$ cat src/rtl/video_pattern_pkg.sv
// video_pattern_pkg
//   Shared types and helpers for the video pattern source and any future
//   generator that reuses the pixel function.
//   - patternMode_t : SOLID / BARS / CHECKER / XOR selector values
//   - sourceState_t : request-handling state encodings
//   - requestBits() : width of a {row, chunk} request word
package video_pattern_pkg;

  typedef enum logic [1:0] {
    PATTERN_SOLID   = 2'd0,
    PATTERN_BARS    = 2'd1,
    PATTERN_CHECKER = 2'd2,
    PATTERN_XOR     = 2'd3
  } patternMode_t;

  typedef enum logic [1:0] {
    IDLE    = 2'd0,
    READ    = 2'd1,
    CAPTURE = 2'd2,
    EMIT    = 2'd3
  } sourceState_t;

  // A request carries the full row plus the chunk column; the low CHUNK_BITS
  // of x come from the pixel counter, so they are not part of the word.
  function automatic int requestBits(input int yBits, input int xBits, input int chunkBits);
    return yBits + xBits - chunkBits;
  endfunction

endpackage

$ cat src/rtl/video_pattern_pixel.sv
// video_pattern_pixel
//   Purely combinational test-pattern pixel function.
//   Ports:
//     x, y             : pixel coordinates
//     mode             : pattern selector (patternMode_t encoding)
//     foregroundColor  : primary color
//     backgroundColor  : secondary color
//     pixel            : generated pixel word
module video_pattern_pixel
  import video_pattern_pkg::*;
#(
  parameter int X_BITS         = 11,
  parameter int Y_BITS         = 11,
  parameter int BITS_PER_PIXEL = 16,
  parameter int CHECK_BITS     = 4
) (
  input  logic [X_BITS-1:0]         x,
  input  logic [Y_BITS-1:0]         y,
  input  logic [1:0]                mode,
  input  logic [BITS_PER_PIXEL-1:0] foregroundColor,
  input  logic [BITS_PER_PIXEL-1:0] backgroundColor,
  output logic [BITS_PER_PIXEL-1:0] pixel
);

  localparam int XY_BITS = (X_BITS > Y_BITS) ? X_BITS : Y_BITS;

  logic [XY_BITS-1:0] xorValue;

  always_comb begin
    xorValue = XY_BITS'(x) ^ XY_BITS'(y);
    pixel    = foregroundColor;
    case (patternMode_t'(mode))
      PATTERN_SOLID:   pixel = foregroundColor;
      // Top three x bits pick one of 8 bars; odd bars are foreground, and
      // oddness is just the lowest of those three bits.
      PATTERN_BARS:    pixel = x[X_BITS-3] ? foregroundColor : backgroundColor;
      PATTERN_CHECKER: pixel = (x[CHECK_BITS] ^ y[CHECK_BITS]) ? foregroundColor : backgroundColor;
      PATTERN_XOR:     pixel = BITS_PER_PIXEL'(xorValue);
      default:         pixel = foregroundColor;
    endcase
  end

endmodule

$ cat src/rtl/video_pattern_source.sv
// video_pattern_source
//   Terminal pixel source: pops chunk requests from the upstream request
//   FIFO (non-FWFT) and pushes 2^CHUNK_BITS generated pixels per request
//   into the response FIFO.
//   Ports:
//     sourceClock, reset        : clock, synchronous active-high reset
//     patternMode               : 0=SOLID 1=BARS 2=CHECKER 3=XOR
//     foregroundColor           : primary color
//     backgroundColor           : secondary color
//     requestFifoReadEnable     : registered pop strobe
//     requestFifoEmpty          : request FIFO empty
//     requestFifoReadData       : {row, chunk} request word
//     responseFifoWriteEnable   : pixel push strobe (combinational)
//     responseFifoFull          : response FIFO full
//     responseFifoWriteData     : pixel word
//
//   state   | meaning
//   --------+-----------------------------------------------------------
//   IDLE    | waiting for a request; pops when the FIFO is non-empty
//   READ    | pop strobe high for this single cycle
//   CAPTURE | read data valid; latch request and pattern configuration
//   EMIT    | one pixel per non-full cycle until the chunk is complete
module video_pattern_source
  import video_pattern_pkg::*;
#(
  parameter  int CHUNK_BITS     = 5,
  parameter  int X_BITS         = 11,
  parameter  int Y_BITS         = 11,
  parameter  int BITS_PER_PIXEL = 16,
  parameter  int CHECK_BITS     = 4,
  localparam int REQUEST_BITS   = requestBits(Y_BITS, X_BITS, CHUNK_BITS)
) (
  input  logic                      sourceClock,
  input  logic                      reset,
  input  logic [1:0]                patternMode,
  input  logic [BITS_PER_PIXEL-1:0] foregroundColor,
  input  logic [BITS_PER_PIXEL-1:0] backgroundColor,
  output logic                      requestFifoReadEnable,
  input  logic                      requestFifoEmpty,
  input  logic [REQUEST_BITS-1:0]   requestFifoReadData,
  output logic                      responseFifoWriteEnable,
  input  logic                      responseFifoFull,
  output logic [BITS_PER_PIXEL-1:0] responseFifoWriteData
);

  localparam int CHUNK_COL_BITS = X_BITS - CHUNK_BITS;

  sourceState_t              state;
  sourceState_t              stateNext;
  logic                      readEnableNext;
  logic                      captureRequest;
  logic [CHUNK_BITS-1:0]     pixelCount;
  logic [CHUNK_BITS-1:0]     pixelCountNext;

  logic [Y_BITS-1:0]         rowLatched;
  logic [CHUNK_COL_BITS-1:0] chunkLatched;
  logic [1:0]                modeLatched;
  logic [BITS_PER_PIXEL-1:0] foregroundLatched;
  logic [BITS_PER_PIXEL-1:0] backgroundLatched;

  always_ff @(posedge sourceClock) begin
    if (reset) begin
      state                 <= IDLE;
      requestFifoReadEnable <= 1'b0;
      pixelCount            <= '0;
      rowLatched            <= '0;
      chunkLatched          <= '0;
      modeLatched           <= '0;
      foregroundLatched     <= '0;
      backgroundLatched     <= '0;
    end else begin
      state                 <= stateNext;
      requestFifoReadEnable <= readEnableNext;
      pixelCount            <= pixelCountNext;
      // Configuration is frozen here so mid-chunk input changes only
      // affect the next chunk.
      if (captureRequest) begin
        rowLatched        <= requestFifoReadData[REQUEST_BITS-1 -: Y_BITS];
        chunkLatched      <= requestFifoReadData[CHUNK_COL_BITS-1:0];
        modeLatched       <= patternMode;
        foregroundLatched <= foregroundColor;
        backgroundLatched <= backgroundColor;
      end
    end
  end

  always_comb begin
    stateNext               = state;
    readEnableNext          = 1'b0;
    captureRequest          = 1'b0;
    pixelCountNext          = pixelCount;
    // Gated by reset so a mid-chunk reset stops pushes in the same cycle.
    responseFifoWriteEnable = (state == EMIT) && !responseFifoFull && !reset;

    case (state)
      IDLE: begin
        if (!requestFifoEmpty) begin
          readEnableNext = 1'b1;
          stateNext      = READ;
        end
      end
      READ: begin
        stateNext = CAPTURE;
      end
      CAPTURE: begin
        captureRequest = 1'b1;
        pixelCountNext = '0;
        stateNext      = EMIT;
      end
      EMIT: begin
        if (responseFifoWriteEnable) begin
          pixelCountNext = pixelCount + CHUNK_BITS'(1);
          if (pixelCount == '1) begin
            stateNext = IDLE;
          end
        end
      end
      default: begin
        stateNext = IDLE;
      end
    endcase
  end

  video_pattern_pixel #(
    .X_BITS         (X_BITS),
    .Y_BITS         (Y_BITS),
    .BITS_PER_PIXEL (BITS_PER_PIXEL),
    .CHECK_BITS     (CHECK_BITS)
  ) pixelGen (
    .x               ({chunkLatched, pixelCount}),
    .y               (rowLatched),
    .mode            (modeLatched),
    .foregroundColor (foregroundLatched),
    .backgroundColor (backgroundLatched),
    .pixel           (responseFifoWriteData)
  );

endmodule

$ cat config.mk
export PLATFORM = sky130hd
export DESIGN_NAME = video_pattern_source
export DESIGN_NICKNAME = d
export VERILOG_FILES = /design/src/rtl/video_pattern_pkg.sv /design/src/rtl/video_pattern_pixel.sv /design/src/rtl/video_pattern_source.sv
export SDC_FILE = /design/constraint.sdc
export NUM_CORES = 1
export LEC_CHECK = 0
export CAP_MARGIN = 20
export CORE_UTILIZATION = 30
export DETAILED_ROUTE_END_ITERATION = 10
export PLACE_DENSITY = 0.53
export SLEW_MARGIN = 20
export SYNTH_ARGS = -nofsm -noshare
export SYNTH_HDL_FRONTEND = slang
export SYNTH_SLANG_ARGS = --single-unit
$ cat constraint.sdc
create_clock -name sourceClock -period 4.4 [get_ports sourceClock]
set_clock_uncertainty 0.15 [all_clocks]
set_input_delay 0.88 -clock sourceClock [delete_from_list [all_inputs] [get_ports sourceClock]]
set_output_delay 0.88 -clock sourceClock [all_outputs]
set_load 0.01 [all_outputs]
==> flow_summary.yaml <==
synth:
  ys_types: 35
  syn_area_um2: 2590
  synth-seq-cells: 59
  yosysWarnings: 0
  yosysTopAreaCell: "dfxtp_1"
  synth.top_cell.area_share: 0.456
  ys_top_cells_by_area: "dfxtp_1, mux2i_1, nor2_1"
  syn-num-nets: 320
  synth_async_sr_flop_share: 0
  synth-xor-area-share: 0.0435
  synth_top_family_by_area: "multiplexers"
  synth_fa_ha_area_frac: 0.0290
  synthMuxAreaShare: 0.209
  syn_inst: 259
  ys.flop_type: "dfxtp_1"
  synth-seq-area-share: 0.456
  syn_area_per_cell_um2: 9.99
  synth-simple-area-share: 0.134
  synth_compound_area_frac: 0.0885
  synth_edf_count: 0
worst_hold_path:
  min_path_cells: 2
  hold_class: "reg -> reg"
timing:
  finalCritPeriodShare: 0.802
  fin_crit_ns: 3.53
  max_freq_mhz: 284
  hold_viol: 0
  drv_slew: 0
  worst_hold_slack_ns: 0.345
  tns_ns: 0
  rsz0062_at_grt: "false"
  worstMarginPinSlew_ns: 0.957
  slew_headroom: 0.362
  setup_viol: 0
setup_path:
  path_class: "reg -> out"
  path_cells: "xnor2_2 -> a22oi_2 -> a221o_1 -> clkdlybuf4s50_1"
  crit_path_top_delay_cell: "a22oi_2"
  slowest_delay_ns: 0.78
  cp_max_fo: 15
  ff2ff_path_depth: 6
  worst_ep_required_time_ns: 3.37
  worstSetupStartpointType: "flop"
  critPathCaptureType: "output pin"
  cp.arrival_ns: 2.50
routing:
  postRouteAntennaNets: 0
  viasPerCell: 4.62
  first_iter_violations: 96
  routedWlPerCell_um: 14.0
  num_vias: 2020
  drt-pass1-iter-count: 4
  remaining_drc_errors: 0
  wirelength_mm: 6.13
global_route:
  grt_max_degree: 58
  grt_overflow: 0
  antenna_found_initial: 0
  grt_pass1_vias: 1894
  grt_use_total: 0.147
  grt_pass1_wl_mm: 9.72
job:
  max_cap_viol_count: 0
clock_tree:
  root_buffer: "clkbuf_8"
  h-tree-depth: 3
  postCtsHoldBufs: 0
  cts_buffers: 9
  cts_buffer_depth: 2
  cts_tree: "built"
  post_cts_buffers: 0
  cts_resized: 0
  cts_sinks: 59
  cts.clk_slew.worst_paths_ns: 0.07
  clkLatencyLatePin_ns: 0.34
die:
  fp.dieH_um: 94.9
  start_util: 0.312
  die_area_um2: 9000
  core-area_um2: 8300
  ioPinCount: 73
  num_rows: 33
  fp.dieW_um: 94.9
outcome:
  status: "finished, final reports clean"
placed_design:
  place_hpwl_mm: 3.98
  numPortBuffers: 72
  finalWeightedCongestion: 0.667
power:
  swShare: 0.306
  p_switching_mw: 0.584
  p_clk_frac: 0.294
  powerDensity_nw_per_um2: 530
  p_int_mw: 1.32
  seqPwrFrac: 0.368
  p_comb_frac: 0.338
  power_mw: 1.91
  irDropWorstVdd_mv: 0.272
  total_leakage_power_nw: 1.29
cells_and_area:
  final_nets: 388
  syn_to_final_growth_pct: 39.0
  layout-drive-gt1-share: 0.0753
  diodes: 0
kinds of logic after synthesis:
family | count (synthesis)
compound gates | 26
xor+xnor | 12
fa+ha+maj | 6
buf+inv | 20
flops | 59
mux | 54
simple gates | 82
cell usage in the layout (no fill, tap or decap), types with 2 or more instances in the layout:
cell / synthesis / layout
dfxtp_1: 59 / 59
bufinv_16: 0 / 2
xnor2_1: 9 / 9
xor2_1: 2 / 2
clkinv_2: 0 / 3
nand2_1: 4 / 4
clkbuf_8: 0 / 11
nand3b_1: 2 / 2
a22o_1: 8 / 8
inv_1: 4 / 4
ha_1: 6 / 5
nand2b_1: 2 / 2
mux2i_1: 53 / 53
clkdlybuf4s50_1: 0 / 71
a221o_1: 9 / 9
nor2_1: 66 / 66
stage by stage:
step,util,cell area [um2],setup slack [ns],std cells
global route,0.433,3600,0.738,437
CTS,0.433,3600,0.804,437
global placement,0.406,3370,1.08,421
floorplan,-,2590,2.13,259
finish,0.433,3600,0.873,437
detailed placement,0.406,3370,1.07,421
path summary, 6_finish.rpt:
check / start / endpoint / slack [ns]
max reg2reg: state[0]$_SDFFE_PP0P_ / pixelCount[0]$_SDFFE_PP0P_ / 2.23
min reg2reg: backgroundLatched[11]$_SDFFE_PP0P_ / backgroundLatched[11]$_SDFFE_PP0P_ / 0.34
max: pixelCount[4]$_SDFFE_PP0P_ / responseFifoWriteData[0] / 0.87
min: backgroundLatched[11]$_SDFFE_PP0P_ / backgroundLatched[11]$_SDFFE_PP0P_ / 0.34
power groups by stage:
stage | registers, mW | clock network [mW] | logic, mW
finish | 0.702 | 0.560 | 0.644
global route | 0.716 | 0.603 | 0.710
CTS | 0.703 | 0.576 | 0.654
detailed placement | 0.715 | 0 | 0.650
global placement | 0.711 | 0 | 0.646
floorplan | 0.690 | 0 | 0.472
Yosys cell counts, types with 2 or more instances:
| cell type | n |
|---|---|
| nor2_1 | 66 |
| dfxtp_1 | 59 |
| mux2i_1 | 53 |
| a221o_1 | 9 |
| xnor2_1 | 9 |
| a22o_1 | 8 |
| buf_2 | 8 |
| ha_1 | 6 |
| inv_1 | 4 |
| nand2_1 | 4 |
| buf_1 | 3 |
| clkbuf_1 | 3 |
| buf_6 | 2 |
| nand2b_1 | 2 |
| nand3b_1 | 2 |
| xor2_1 | 2 |
registers in the layout (all words and copies together), names as in the netlist:
name,count
backgroundLatched,16
rowLatched,11
state,2
requestFifoReadEnable,1
pixelCount,5
modeLatched,2
chunkLatched,6
foregroundLatched,16
layout make-up:
| cell class | instances | area, um2 |
|---|---|---|
| Clock inverter | 5 | 75.1 |
| Timing Repair Buffer | 73 | 723 |
| Fill cell | 821 | 4700 |
| Inverter | 4 | 15.0 |
| Clock buffer | 11 | 151 |
| Sequential cell | 59 | 1180 |
| Multi-Input combinational cell | 180 | 1320 |
| Tap cell | 105 | 131 |
worst max-delay path, delay by kind of cell, from the launching register on:
kind	cells	cell delay, ns
DFF	1	0.35
buffers and inverters	1	0.54
xor gates and xnor gates	1	0.17
AOI/OAI and AO/OA	2	1.08
metal layers:
metal  GRT usage  wire, um  up-vias
met5           0         0        -
met4      0.0682        98        0
met3      0.0419       269        9
met2       0.210      2700       46
met1       0.201      3060      934
li1            -         -     1031
Note: power is estimated with default switching activity, not from simulation.
